## src/rtl/divclk_monitor.sv

```systemverilog
// -----------------------------------------------------------------------------
// divclk_monitor
// Receive-side health checker for a locally divided clock. The divided clock
// is sampled as data in the i_clk domain; the monitor measures its period and
// high time in i_clk cycles, compares them with the expected divide ratio and
// reports per-measurement results, lock status and loss of clock.
//
// Ports
//   i_clk         system clock
//   i_rst_n       asynchronous, active-low reset
//   i_div_clk     divided clock under test (sampled as data)
//   o_period      last measured period, in i_clk cycles
//   o_high        last measured high time, in i_clk cycles
//   o_meas_valid  one-cycle pulse: o_period/o_high updated this cycle
//   o_err         one-cycle pulse with o_meas_valid: measurement mismatched
//   o_stall       one-cycle pulse: no rising edge within P_TIMEOUT cycles
//   o_locked      level: P_LOCK_CNT consecutive matches, no error/stall since
// -----------------------------------------------------------------------------
module divclk_monitor #(
    parameter int P_SYNC       = 0,
    parameter int P_CNT_W      = 8,
    parameter int P_EXP_PERIOD = 4,
    parameter int P_EXP_HIGH   = 2,
    parameter int P_LOCK_CNT   = 4,
    parameter int P_TIMEOUT    = 16
) (
    input  logic               i_clk,
    input  logic               i_rst_n,
    input  logic               i_div_clk,
    output logic [P_CNT_W-1:0] o_period,
    output logic [P_CNT_W-1:0] o_high,
    output logic               o_meas_valid,
    output logic               o_err,
    output logic               o_stall,
    output logic               o_locked
);

    localparam logic [P_CNT_W-1:0] CNT_ZERO   = {P_CNT_W{1'b0}};
    localparam logic [P_CNT_W-1:0] CNT_ONE    = {{(P_CNT_W-1){1'b0}}, 1'b1};
    localparam logic [P_CNT_W-1:0] CNT_MAX    = {P_CNT_W{1'b1}};
    localparam logic [P_CNT_W-1:0] EXP_PERIOD = P_CNT_W'(P_EXP_PERIOD);
    localparam logic [P_CNT_W-1:0] EXP_HIGH   = P_CNT_W'(P_EXP_HIGH);
    localparam logic [P_CNT_W-1:0] TIMEOUT    = P_CNT_W'(P_TIMEOUT);
    localparam logic [3:0]         LOCK_TGT   = 4'(P_LOCK_CNT);

    typedef enum logic [1:0] {
        ST_IDLE   = 2'd0,
        ST_MEAS   = 2'd1,
        ST_LOCKED = 2'd2
    } state_t;

    logic               samp_s;
    logic               samp_d_r;
    logic               rise_s;
    logic [P_CNT_W-1:0] cnt_r;
    logic [P_CNT_W-1:0] hcnt_r;

    state_t             state_r;
    state_t             state_nxt_s;
    logic [3:0]         mcnt_r;
    logic [3:0]         mcnt_nxt_s;
    logic [3:0]         mcnt_inc_s;
    logic               match_s;

    logic [P_CNT_W-1:0] period_r;
    logic [P_CNT_W-1:0] period_nxt_s;
    logic [P_CNT_W-1:0] high_r;
    logic [P_CNT_W-1:0] high_nxt_s;
    logic               valid_r;
    logic               valid_nxt_s;
    logic               err_r;
    logic               err_nxt_s;
    logic               stall_r;
    logic               stall_nxt_s;
    logic               locked_r;
    logic               locked_nxt_s;

    // The divided clock is asynchronous data when P_SYNC=1, so it gets a
    // 2-flop synchronizer in front of the sample register.
    generate
        if (P_SYNC != 0) begin : g_sync
            logic [2:0] sync_r;

            // Synchronizer chain plus sample register.
            always_ff @(posedge i_clk or negedge i_rst_n) begin
                if (!i_rst_n) begin
                    sync_r <= 3'b000;
                end else begin
                    sync_r <= {sync_r[1:0], i_div_clk};
                end
            end

            assign samp_s = sync_r[2];
        end else begin : g_direct
            logic samp_r;

            // Single sample register for a divider that shares i_clk.
            always_ff @(posedge i_clk or negedge i_rst_n) begin
                if (!i_rst_n) begin
                    samp_r <= 1'b0;
                end else begin
                    samp_r <= i_div_clk;
                end
            end

            assign samp_s = samp_r;
        end
    endgenerate

    // Delayed copy of the sample for edge detection.
    always_ff @(posedge i_clk or negedge i_rst_n) begin
        if (!i_rst_n) begin
            samp_d_r <= 1'b0;
        end else begin
            samp_d_r <= samp_s;
        end
    end

    assign rise_s = samp_s & ~samp_d_r;

    // Period and high-time counters; both restart on every rising edge so
    // that their value in a rise cycle is the measurement of the last period.
    always_ff @(posedge i_clk or negedge i_rst_n) begin
        if (!i_rst_n) begin
            cnt_r  <= CNT_ZERO;
            hcnt_r <= CNT_ZERO;
        end else begin
            if (rise_s) begin
                cnt_r <= CNT_ONE;
            end else if (cnt_r != CNT_MAX) begin
                cnt_r <= cnt_r + CNT_ONE;
            end else begin
                cnt_r <= cnt_r;
            end

            if (rise_s) begin
                hcnt_r <= samp_s ? CNT_ONE : CNT_ZERO;
            end else if (samp_s && (hcnt_r != CNT_MAX)) begin
                hcnt_r <= hcnt_r + CNT_ONE;
            end else begin
                hcnt_r <= hcnt_r;
            end
        end
    end

    assign match_s    = (cnt_r == EXP_PERIOD) && (hcnt_r == EXP_HIGH);
    assign mcnt_inc_s = (mcnt_r == 4'hF) ? mcnt_r : (mcnt_r + 4'd1);

    // Next-state and next-output logic. A rise always wins over a timeout
    // that would fire in the same cycle.
    always_comb begin
        state_nxt_s  = state_r;
        mcnt_nxt_s   = mcnt_r;
        period_nxt_s = period_r;
        high_nxt_s   = high_r;
        valid_nxt_s  = 1'b0;
        err_nxt_s    = 1'b0;
        stall_nxt_s  = 1'b0;
        locked_nxt_s = locked_r;

        case (state_r)
            ST_IDLE: begin
                // First edge only starts a measurement window.
                if (rise_s) begin
                    state_nxt_s  = ST_MEAS;
                    mcnt_nxt_s   = 4'd0;
                    locked_nxt_s = 1'b0;
                end else begin
                    state_nxt_s = ST_IDLE;
                end
            end
            ST_MEAS, ST_LOCKED: begin
                if (rise_s) begin
                    period_nxt_s = cnt_r;
                    high_nxt_s   = hcnt_r;
                    valid_nxt_s  = 1'b1;
                    if (match_s) begin
                        mcnt_nxt_s = mcnt_inc_s;
                        if (mcnt_inc_s >= LOCK_TGT) begin
                            state_nxt_s  = ST_LOCKED;
                            locked_nxt_s = 1'b1;
                        end else begin
                            state_nxt_s = ST_MEAS;
                        end
                    end else begin
                        err_nxt_s    = 1'b1;
                        mcnt_nxt_s   = 4'd0;
                        locked_nxt_s = 1'b0;
                        state_nxt_s  = ST_MEAS;
                    end
                end else if (cnt_r == TIMEOUT) begin
                    // Leaving for IDLE guarantees one stall per loss of clock.
                    stall_nxt_s  = 1'b1;
                    mcnt_nxt_s   = 4'd0;
                    locked_nxt_s = 1'b0;
                    state_nxt_s  = ST_IDLE;
                end else begin
                    state_nxt_s = state_r;
                end
            end
            default: begin
                state_nxt_s  = ST_IDLE;
                mcnt_nxt_s   = 4'd0;
                locked_nxt_s = 1'b0;
            end
        endcase
    end

    // State, match counter and registered outputs.
    always_ff @(posedge i_clk or negedge i_rst_n) begin
        if (!i_rst_n) begin
            state_r  <= ST_IDLE;
            mcnt_r   <= 4'd0;
            period_r <= CNT_ZERO;
            high_r   <= CNT_ZERO;
            valid_r  <= 1'b0;
            err_r    <= 1'b0;
            stall_r  <= 1'b0;
            locked_r <= 1'b0;
        end else begin
            state_r  <= state_nxt_s;
            mcnt_r   <= mcnt_nxt_s;
            period_r <= period_nxt_s;
            high_r   <= high_nxt_s;
            valid_r  <= valid_nxt_s;
            err_r    <= err_nxt_s;
            stall_r  <= stall_nxt_s;
            locked_r <= locked_nxt_s;
        end
    end

    assign o_period     = period_r;
    assign o_high       = high_r;
    assign o_meas_valid = valid_r;
    assign o_err        = err_r;
    assign o_stall      = stall_r;
    assign o_locked     = locked_r;

endmodule

```

## config.mk

```make
export PLATFORM = sky130hd
export DESIGN_NAME = divclk_monitor
export DESIGN_NICKNAME = d
export VERILOG_FILES = /design/src/rtl/divclk_monitor.sv
export SDC_FILE = /design/constraint.sdc
export NUM_CORES = 1
export LEC_CHECK = 0
export BUFFER_PORTS_ARGS = -buffer_cell sky130_fd_sc_hd__buf_4
export CAP_MARGIN = 30
export CORE_ASPECT_RATIO = 1.5
export CORE_MARGIN = 10
export CORE_UTILIZATION = 58
export DETAILED_ROUTE_END_ITERATION = 10
export PLACE_DENSITY = 0.79
export SETUP_SLACK_MARGIN = 0.05
export SYNTH_ARGS = -nofsm -noshare
export SYNTH_HDL_FRONTEND = slang
export SYNTH_SLANG_ARGS = --single-unit
```

## constraint.sdc

```tcl
create_clock -name i_clk -period 1.88 [get_ports i_clk]
set_input_delay 0.188 -clock i_clk [delete_from_list [all_inputs] [get_ports i_clk]]
set_output_delay 0.188 -clock i_clk [all_outputs]
set_load 0.01 [all_outputs]
```

After elaboration in Yosys (flattened, before gate mapping)
Index checks and enable logic that the tools add are counted.

storage, ports and cells
  register bits = 44
  latch bits = 0
  bits in writable memories = 0
  ROM bits = 0
  input bits = 3
  output and inout bits = 20
  logic and storage cells = 69
  memories = 0

operators by class
  add/subtract/negate cells = 3
  multiply operators = 0
  div/mod/pow operators = 0
  magnitude comparators = 1
  equality and inequality tests = 11
  shift-type cells = 0
  muxes and demuxes = 31
  bitwise gates (word level) = 2
  reduce and logical (&&, ||, !) cells = 9

operators with widths
  operator               number
  $mux W8                4
  $mux W4                5
  $add A8 B1 Y8 const B  2
  $ne A8 B8 Y1 const B   2
  $mux W1                15
  $eq A8 B2 Y1 const B   1
  $eq A8 B3 Y1 const B   1
  $eq A8 B5 Y1 const B   1
  $mux W2                4
  $pmux W4 S2            1
  $add A4 B1 Y4 const B  1
  $eq A4 B4 Y1 const B   1
  $ge A4 B3 Y1 const B   1
  $ne A4 B4 Y1 const B   1
  $pmux W2 S2            1
  $reduce_and A2 Y1      2
  $reduce_bool A2 Y1     2
  $ne A3 B3 Y1 const B   1
  $reduce_and A3 Y1      1
  $eq A2 B1 Y1 const B   1
  $eq A2 B2 Y1 const B   1
  $logic_and A1 B1 Y1    2
  $logic_not A2 Y1       1
  $ne A2 B2 Y1 const B   1
  other kinds (4)        4

Logic depth before layout (Yosys ltp)
Gate-level depths: netlist (run 1).

  word-level depth = 7
  mapped depth = 7
  gate-level depth less buffers = 6

Worst setup path before layout (run 1)
No wires, ideal clock.

  kind = flip-flop to flip-flop
  start = register hcnt_r[0]
  end = register mcnt_r[0]
  setup time = 0.125 ns
  data arrival time = 1.514 ns
  data required time = 1.755 ns
  path slack = 0.241 ns
  stages on the path, launching flop included = 8
  buffers on the path = 1
  period minus slack after synthesis = 1.639 ns
  path through = dfrtp_1 -> inv_1 -> ha_1 -> and4bb_1 -> and4_4 -> buf_6 -> and3_1 -> mux2_2

on the way
  cells in the longest elaborated chain, start to end = 5

RTL lines
  what                    line  source
  start, declared         56    logic [P_CNT_W-1:0] hcnt_r;
  start signal, assigned  137   hcnt_r <= samp_s ? CNT_ONE : CNT_ZERO;
  start signal, assigned  139   hcnt_r <= hcnt_r + CNT_ONE;
  start signal, assigned  141   hcnt_r <= hcnt_r;
  $eq A8 B2 Y1            146   assign match_s = (cnt_r == EXP_PERIOD) && (hcnt_r == EXP_HIGH);
  $logic_and A1 B1 Y1     146
  $mux W4                 177   if (match_s) begin
  $mux W4                 173   if (rise_s) begin
  $pmux W4 S2             161   case (state_r)
  end signal, assigned    222   mcnt_r <= mcnt_nxt_s;
  end, declared           60    logic [3:0] mcnt_r;

Every way passes these cells.
A chain may end at the register's enable or synchronous reset.

Worst setup path after layout (run 1)
  start = register cnt_r[1]
  end = register state_r[0]

on the way
  cells in the longest elaborated chain, start to end = 5
  elaborated cells on any way between the ends = 7
  those cells by class = eq/ne: 3; mux: 3; reduce/logical: 1

RTL lines
  what                    line  source
  start, declared         55    logic [P_CNT_W-1:0] cnt_r;
  start signal, assigned  131   cnt_r <= cnt_r + CNT_ONE;
  start signal, assigned  133   cnt_r <= cnt_r;
  $eq A8 B3 Y1            146
  $logic_and A1 B1 Y1     146
  $mux W2                 177
  $mux W2                 173
  $pmux W2 S2             161
  end signal, assigned    221   state_r <= state_nxt_s;
  end, declared           58    state_t state_r;

Several ways; a longest one is shown, not always the timed one.

==> flow_metrics.env, run 1 <==
export IMPL_worst_pin_slew_ns=0.547
export IMPL_slew_violations=0
export IMPL_antenna_found_initial=0
export IMPL_total_power_mw=2.44
export IMPL_drtIter0Drc=156
export IMPL_worstPathMaxFanout=7
export IMPL_clock_latency_ns=0.30
export IMPL_grt_max_degree=45
export IMPL_final_common_cell="nand2_1"
export IMPL_synth_top_flop_cell="dfrtp_1"
export IMPL_cts_htree_levels=2
export IMPL_utilization=0.690
export IMPL_pwr_share_seq=0.495
export IMPL_fin_skew_ns=0.00227
export IMPL_drtAntennaViolNets=0
export IMPL_max_vdd_ir_drop_uv=720
export IMPL_numCtsBuffers=5
export IMPL_final_cells=297
export IMPL_layout_nets=263
export IMPL_synth_edf_count=0
export IMPL_internal_power_mw=1.71
export IMPL_fmax_mhz=587
export IMPL_fp_row_count=27
export IMPL_p_per_area_nw_per_um2=980
export IMPL_syn_nets=237
export IMPL_dp_cells=287
export IMPL_fin_crit_ns=1.70
export IMPL_comb_power_share=0.213
export IMPL_hpwl_mm=3.31
export IMPL_period_share=0.906
export IMPL_p_leak_nw=1.22
export IMPL_areaGrowthSynthToFinish_pct=16.0
export IMPL_place_congestion=0.853
export IMPL_portBuffers=22
export IMPL_post_cts_repair_setup_buffers=0
export IMPL_rr_startpoint="cnt_r[1]"
export IMPL_clockRootBuffer="clkbuf_8"
export IMPL_switching_power_uw=732
export IMPL_rsz0062_at_grt="false"
export IMPL_via_count=1660
export IMPL_ys_async_sr_fraction=1.00
export IMPL_grt_usage=0.143
export IMPL_synth_seq_cells=44
export IMPL_clockBufferDepth=2
export IMPL_crit_arrival_ns=1.89
export IMPL_syn_avg_cell_area_um2=9.47
export IMPL_firstDrtPassIters=4
export IMPL_grt_pass1_vias=1697
export IMPL_setup_violations=0
export IMPL_critPathCaptureType="register"
export IMPL_tritoncts="yes"
export IMPL_core_um2=3610
export IMPL_tns_ns=0
export IMPL_hold_viol=0
export IMPL_clkPwrFrac=0.292
export IMPL_die_y_um=94.6
export IMPL_crit_start="cnt_r[1]"
export IMPL_hold_ws_ns=0.415
export IMPL_routed_via_density=5.59
export IMPL_syn_area_um2=2150
export IMPL_ys_seq_area_frac=0.512
export IMPL_critPathLaunchType="register"
export IMPL_critical_path_class="register to register"
export IMPL_max_slew_margin_rel=0.635
export IMPL_grt_overflow_total=0
export IMPL_max_cap_violations=0
export IMPL_clock_sinks=44
export IMPL_io_pins=23
export IMPL_rrSetupSlack_ns=0.18
export IMPL_ys_warn_count=0
export IMPL_drc=0
export IMPL_die_area_um2=6590
export IMPL_critPathRequiredTime_ns=2.07
export IMPL_synth_cells=227
export IMPL_netSwitchingFraction=0.300
export IMPL_die_x_um=69.7
export IMPL_min_path_type="input pin to asynchronous set/reset pin"
export IMPL_wire_per_inst_um=15.3
export IMPL_yosysUniqueCellTypes=50
export IMPL_drive_above_1_share=0.193
export IMPL_outcome="completed"
export IMPL_initial_core_util=0.595
export IMPL_mostFrequentLayoutCells="59 x nand2_1, 44 x dfrtp_1, 28 x buf_4"
export IMPL_path_clk_slew_ns=0.08
export IMPL_grt_pass1_wl_mm=7.73
export IMPL_route_final_wire_length_mm=4.54
export IMPL_diodes=0
[cell usage after synthesis (2+ instances only)]
cell | instances | share of area
dfrtp_1 | 44 | 0.51
o311a_1 | 2 | 0.0093
clkbuf_1 | 4 | 0.0070
buf_2 | 5 | 0.012
nand3_1 | 8 | 0.019
xnor2_1 | 3 | 0.012
a31oi_1 | 5 | 0.015
nor3_1 | 7 | 0.016
a21oi_1 | 6 | 0.014
o21ai_0 | 6 | 0.014
mux2i_1 | 2 | 0.0093
and3_1 | 5 | 0.015
nand4_1 | 4 | 0.012
o211ai_1 | 2 | 0.0070
ha_1 | 7 | 0.041
nand2_1 | 59 | 0.10
nor2_1 | 19 | 0.033
inv_1 | 7 | 0.012
[critical path: stages, from the launching register on]
cell     delay (ns)
dfrtp_1        0.42
inv_1          0.09
ha_1           0.16
nor3b_4        0.26
and4_4         0.31
o21ai_2        0.06
a221o_1        0.29
[per-stage QoR]
stage	cell area [µm²]	worst slack (ns)
final	2490	0.176
after global routing	2490	0.0555
after CTS	2490	0.148
after detailed placement	2360	0.191
after global placement	2360	0.239
after floorplan	2150	0.241
[worst paths after layout]
check                      cells past startpoint          end
min                                            2    o_high[7]
max reg2reg                                    6   state_r[0]
max in group asynchronous                      2    o_high[3]
min reg2reg                                    2  o_period[5]
max                                            6   state_r[0]
min in group i_clk                             2  o_period[5]
[cells by family after synthesis]
logic type | synth area share
compound gates | 0.114
simple gates | 0.265
buf+inv | 0.0413
xor+xnor | 0.0122
flops | 0.512
mux | 0.0145
fa+ha+maj | 0.0407
[power groups by stage]
| stage | Clock, mW | Sequential, mW | Combinational, mW |
|---|---|---|---|
| 2_1_floorplan | 0 | 1.20 | 0.316 |
| 3_3_place_gp | 0 | 1.22 | 0.507 |
| 3_5_place_dp | 0 | 1.23 | 0.520 |
| 4_1_cts | 0.736 | 1.21 | 0.528 |
| 5_1_grt | 0.769 | 1.23 | 0.588 |
| 6_report | 0.715 | 1.21 | 0.520 |
[sequential cells by signal, summed over array words and instances (netlist names)]
| register | cells |
|---|---|
| g_direct.samp_r | 1 |
| o_period | 8 |
| o_meas_valid | 1 |
| samp_d_r | 1 |
| o_high | 8 |
| hcnt_r | 8 |
| mcnt_r | 4 |
| cnt_r | 8 |
| o_err | 1 |
| o_stall | 1 |
| state_r | 2 |
| o_locked | 1 |
[final cells by class]
class | count | area, µm²
Multi-Input combinational cell | 164 | 968
Sequential cell | 44 | 1100
Timing Repair Buffer | 30 | 230
Inverter | 8 | 30.0
Clock inverter | 3 | 42.5
Fill cell | 284 | 1120
Clock buffer | 5 | 68.8
Tap cell | 43 | 53.8
[layer usage]
| layer | share of wire | routed length [µm] | track usage |
|---|---|---|---|
| met5 | 0 | 0 | 0 |
| met4 | 0.014 | 65 | 0.0561 |
| met2 | 0.52 | 2360 | 0.256 |
| met1 | 0.41 | 1860 | 0.154 |
| met3 | 0.056 | 252 | 0.0451 |
[repair_timing]
action / CTS / global route
endpoints found under the hold margin: 45 / 0
hold buffers: 2 / 0
resized for setup: 0 / 2
setup endpoints to repair: 0 / 3
(Power assumes the default switching activity.)
==> run 2, diff against run 1 <==
--- a/config.mk
+++ b/config.mk
@@ -5,6 +5,7 @@
 export SDC_FILE = /design/constraint.sdc
 export NUM_CORES = 1
 export LEC_CHECK = 0
+export ABC_CLOCK_PERIOD_IN_PS = 1800
 export BUFFER_PORTS_ARGS = -buffer_cell sky130_fd_sc_hd__buf_4
 export CAP_MARGIN = 30
 export CORE_ASPECT_RATIO = 1.5
==> constraint.sdc (replaced) <==
create_clock -name i_clk -period 1.8 [get_ports i_clk]
set_input_delay 0.18 -clock i_clk [delete_from_list [all_inputs] [get_ports i_clk]]
set_output_delay 0.18 -clock i_clk [all_outputs]
set_load 0.01 [all_outputs]
==> flow_metrics.env, run 2 (synthesis results as in run 1) <==
export IMPL_outcome="completed"
export IMPL_via_count=1735
export IMPL_initial_core_util=0.595
export IMPL_layout_nets=269
export IMPL_antenna_found_initial=0
export IMPL_grt_overflow_total=0
export IMPL_max_slew_margin_rel=0.640
export IMPL_worstPathCellList="inv_2 -> ha_4 -> nor3b_4 -> and4_4 -> o21ai_2 -> a221o_1"
export IMPL_final_common_cell="nand2_1"
export IMPL_clockBufferDepth=2
export IMPL_crit_buf_inv=1
export IMPL_critPathLaunchType="register"
export IMPL_rr_startpoint="cnt_r[1]"
export IMPL_wire_per_inst_um=14.8
export IMPL_critical_path_top_delay_family="simple AND/OR/NAND/NOR gates"
export IMPL_place_congestion=0.863
export IMPL_die_x_um=69.7
export IMPL_fmax_mhz=590
export IMPL_die_area_um2=6590
export IMPL_crit_arrival_ns=1.87
export IMPL_dpl_instance_area_um2=2390
export IMPL_min_path_type="input pin to asynchronous set/reset pin"
export IMPL_diodes=0
export IMPL_critical_path_class="register to register"
export IMPL_fp_row_count=27
export IMPL_path_clk_slew_ns=0.08
export IMPL_routed_via_density=5.73
export IMPL_hold_viol=0
export IMPL_p_per_area_nw_per_um2=1020
export IMPL_worstPathMaxFanout=7
export IMPL_worst_pin_slew_ns=0.540
export IMPL_io_pins=23
export IMPL_max_vdd_ir_drop_uv=693
export IMPL_critPathCaptureType="register"
export IMPL_slowest_delay_ns=0.43
export IMPL_core_um2=3610
export IMPL_drive_above_1_share=0.215
export IMPL_die_y_um=94.6
export IMPL_grt_pass1_wl_mm=7.71
export IMPL_drc=0
export IMPL_fin_crit_ns=1.69
export IMPL_clock_sinks=44
export IMPL_rr_endpoint="state_r[0]"
export IMPL_drtAntennaViolNets=0
export IMPL_crit_path_top_delay_cell="dfrtp_1"
export IMPL_portBuffers=22
export IMPL_route_final_wire_length_mm=4.49
export IMPL_period_share=0.941
export IMPL_clockRootBuffer="clkbuf_8"
export IMPL_grt_pass1_vias=1690
export IMPL_tritoncts="yes"
export IMPL_critPathRequiredTime_ns=1.98
export IMPL_mostFrequentLayoutCells="59 x nand2_1, 44 x dfrtp_1, 34 x buf_4"
export IMPL_fin_skew_ns=0.00422
export IMPL_slew_violations=0
export IMPL_nFillCells=279
export IMPL_rrSetupSlack_ns=0.11
export IMPL_areaGrowthSynthToFinish_pct=18.5
export IMPL_hpwl_mm=3.23
export IMPL_setup_violations=0
export IMPL_stdcell_area_um2=2550
export IMPL_rsz0062_at_grt="true"
export IMPL_tns_ns=0
export IMPL_max_cap_violations=0
export IMPL_grt_max_degree=45
export IMPL_clock_latency_ns=0.29
export IMPL_p_leak_nw=1.25
export IMPL_firstDrtPassIters=4
export IMPL_drtIter0Drc=142
export IMPL_cts_htree_levels=2
export IMPL_path_depth=6
export IMPL_grt_usage=0.141
export IMPL_numCtsBuffers=5
export IMPL_reg2regPathDepth=6
run 2: report_power, final:
group	leakage (nW)	switching [mW]	internal, mW
Sequential	0.588	0.113	1.12
Combinational	0.606	0.324	0.295
Clock	0.0552	0.327	0.412
run 2: repair_timing:
item / 4_1_cts / 5_1_grt
hold buffers: 2 / 0
endpoints found under the setup margin: 0 / 3
gates resized for setup: 0 / 5
buffers inserted: 0 / 1
endpoints found under the hold margin: 45 / 0
run 2: layout make-up:
cell class / instances / area, µm² / area share
flip-flops and latches: 44 / 1100 / 0.432
multi-input cells: 164 / 981 / 0.385
repair buffers: 36 / 275 / 0.108
clock buffers: 6 / 72.6 / 0.0285
well taps: 43 / 53.8 / 0.0211
clock inverters: 2 / 35.0 / 0.0137
inverters: 8 / 30.0 / 0.0118
run 2: per-stage QoR:
stage	worst slack (ns)	std cells	power [mW]	hold WS, ns	utilization
finish	0.106	303	2.59	0.414	0.705
floorplan	0.161	227	1.58	-0.116	-
global placement	0.157	292	1.83	0.201	0.662
CTS	0.0918	302	2.58	0.425	0.697
detailed placement	0.103	292	1.84	0.202	0.662
global route	0.0264	303	2.75	0.449	0.705
run 2: worst max path at each step:
stage / endpoint / startpoint / slack (ns)
6_report: state_r[0] / cnt_r[1] / 0.11
5_1_grt: state_r[0] / cnt_r[1] / 0.03
3_3_place_gp: state_r[0] / cnt_r[0] / 0.16
3_5_place_dp: state_r[0] / cnt_r[0] / 0.10
2_1_floorplan: mcnt_r[0] / hcnt_r[0] / 0.16
4_1_cts: state_r[0] / cnt_r[0] / 0.09
run 2: metal layers:
metal,up-vias,global-route usage,wire [µm]
li1,852,-,-
met1,844,0.154,1860
met5,-,0,0
met2,31,0.248,2370
met3,8,0.0367,169
met4,0,0.0726,100
==> run 3, diff against run 2 <==
--- a/config.mk
+++ b/config.mk
@@ -6,13 +6,14 @@
 export NUM_CORES = 1
 export LEC_CHECK = 0
 export ABC_CLOCK_PERIOD_IN_PS = 1800
-export BUFFER_PORTS_ARGS = -buffer_cell sky130_fd_sc_hd__buf_4
-export CAP_MARGIN = 30
+export CAP_MARGIN = 20
 export CORE_ASPECT_RATIO = 1.5
 export CORE_MARGIN = 10
-export CORE_UTILIZATION = 58
+export CORE_UTILIZATION = 64
+export CTS_BUF_LIST = sky130_fd_sc_hd__clkbuf_8
 export DETAILED_ROUTE_END_ITERATION = 10
-export PLACE_DENSITY = 0.79
+export DONT_BUFFER_PORTS = 1
+export PLACE_DENSITY = 0.8
 export SETUP_SLACK_MARGIN = 0.05
 export SYNTH_ARGS = -nofsm -noshare
 export SYNTH_HDL_FRONTEND = slang
==> flow_metrics.env, run 3 (synthesis results as in run 1) <==
export IMPL_outcome="completed"
export IMPL_max_vdd_ir_drop_uv=773
export IMPL_critPathRequiredTime_ns=1.98
export IMPL_rsz0062_at_grt="true"
export IMPL_die_x_um=67.3
export IMPL_hpwl_mm=3.30
export IMPL_drtIter0Drc=73
export IMPL_dpl_instance_area_um2=2190
export IMPL_place_congestion=0.851
export IMPL_netSwitchingFraction=0.317
export IMPL_grt_pass1_vias=1721
export IMPL_tns_ns=0
export IMPL_pwr_share_seq=0.551
export IMPL_die_area_um2=6130
export IMPL_numCtsBuffers=5
export IMPL_grt_pass1_wl_mm=7.94
export IMPL_via_count=1691
export IMPL_die_y_um=91
export IMPL_crit_arrival_ns=1.93
export IMPL_hold_viol=0
export IMPL_firstDrtPassIters=4
export IMPL_fin_crit_ns=1.74
export IMPL_clockRootBuffer="clkbuf_8"
export IMPL_multi_input_area_um2=1000
export IMPL_initial_core_util=0.674
export IMPL_wire_per_inst_um=17.2
export IMPL_comb_power_share=0.189
export IMPL_final_cells=276
export IMPL_cts_htree_levels=2
export IMPL_grt_overflow_total=0
export IMPL_mostFrequentLayoutCells="59 x nand2_1, 44 x dfrtp_1, 19 x nor2_1"
export IMPL_hold_ws_ns=0.342
export IMPL_clock_sinks=44
export IMPL_fin_skew_ns=0.00717
export IMPL_dp_cells=262
export IMPL_switching_power_uw=754
export IMPL_routed_via_density=6.13
export IMPL_min_path_type="input pin to asynchronous set/reset pin"
export IMPL_drtAntennaViolNets=0
export IMPL_critical_path_class="register to register"
export IMPL_layout_nets=245
export IMPL_core_um2=3190
export IMPL_drc=0
export IMPL_fmax_mhz=573
export IMPL_nFillCells=236
export IMPL_path_clk_slew_ns=0.08
export IMPL_total_power_mw=2.38
export IMPL_p_leak_nw=1.14
export IMPL_grt_usage=0.162
export IMPL_antenna_found_initial=0
export IMPL_final_common_cell="nand2_1"
export IMPL_io_pins=23
export IMPL_grt_max_degree=45
export IMPL_worstPathCellList="nor3_1 -> and4_4 -> o21ai_2 -> a221o_1"
export IMPL_slew_violations=0
export IMPL_areaGrowthSynthToFinish_pct=10.6
export IMPL_worst_pin_slew_ns=0.446
export IMPL_stdcell_area_um2=2380
export IMPL_critical_path_top_delay_family="simple AND/OR/NAND/NOR gates"
export IMPL_clockBufferDepth=2
export IMPL_seq_area_um2=1100
export IMPL_max_slew_margin_rel=0.701
export IMPL_crit_buf_inv=0
export IMPL_worst_slack_ns=0.0554
export IMPL_setup_violations=0
export IMPL_critPathLaunchType="register"
export IMPL_dp_slack_ns=0.0720
export IMPL_p_per_area_nw_per_um2=999
export IMPL_drive_above_1_share=0.140
export IMPL_diodes=0
export IMPL_route_final_wire_length_mm=4.74
export IMPL_period_share=0.969
export IMPL_clock_latency_ns=0.30
export IMPL_crit_path_top_delay_cell="dfrtp_1"
export IMPL_critPathCaptureType="register"
export IMPL_worstPathMaxFanout=7
export IMPL_utilization=0.746
export IMPL_fp_row_count=25
export IMPL_max_cap_violations=0
export IMPL_clkPwrFrac=0.260
export IMPL_portBuffers=0
export IMPL_tritoncts="yes"
export IMPL_internal_power_mw=1.62
export IMPL_slowest_delay_ns=0.46
[run 3: final timing paths]
kind                                    to  cells past startpoint       startpoint  slack [ns]
max                             state_r[0]                      4        hcnt_r[4]        0.06
min                              mcnt_r[2]                      2          i_rst_n        0.34
max reg2reg                     state_r[0]                      4        hcnt_r[4]        0.06
min reg2reg                       samp_d_r                      1  g_direct.samp_r        0.54
max in group asynchronous        hcnt_r[4]                      2          i_rst_n        1.25
min in group i_clk         g_direct.samp_r                      1        i_div_clk        0.44
[run 3: layout make-up]
type | count | share of cell area
Inverter | 8 | 0.0126
Timing Repair Buffer | 12 | 0.0452
Tap cell | 40 | 0.0210
Clock inverter | 2 | 0.00315
Clock buffer | 6 | 0.0347
Sequential cell | 44 | 0.463
Multi-Input combinational cell | 164 | 0.421
[run 3: per-layer routing]
| layer | wire [µm] | track usage | vias to the layer above |
|---|---|---|---|
| met5 | 0 | 0 | - |
| met4 | 66 | 0.0498 | 0 |
| met3 | 286 | 0.0492 | 10 |
| met2 | 2580 | 0.288 | 48 |
| met1 | 1800 | 0.173 | 834 |
| li1 | - | - | 799 |
[run 3: worst reg2reg max path: stages, from the launching register on]
cell and delay, ns:
dfrtp_1 0.46, nor3_1 0.43, and4_4 0.36, o21ai_2 0.06, a221o_1 0.32
[run 3: repair_timing]
action / 4_1_cts / 5_1_grt
hold buffers: 3 / 0
gates resized for setup: 0 / 9
buffers inserted: 0 / 3
hold endpoints to repair: 45 / 0
setup endpoints to repair: 0 / 7
[run 3: power by group through the flow]
| stage | logic (mW) | registers (mW) | clock network (mW) |
|---|---|---|---|
| 3_5_place_dp | 0.362 | 1.33 | 0 |
| 5_1_grt | 0.511 | 1.33 | 0.666 |
| 6_report | 0.450 | 1.31 | 0.619 |
| 3_3_place_gp | 0.340 | 1.33 | 0 |
| 2_1_floorplan | 0.330 | 1.25 | 0 |
| 4_1_cts | 0.392 | 1.31 | 0.634 |
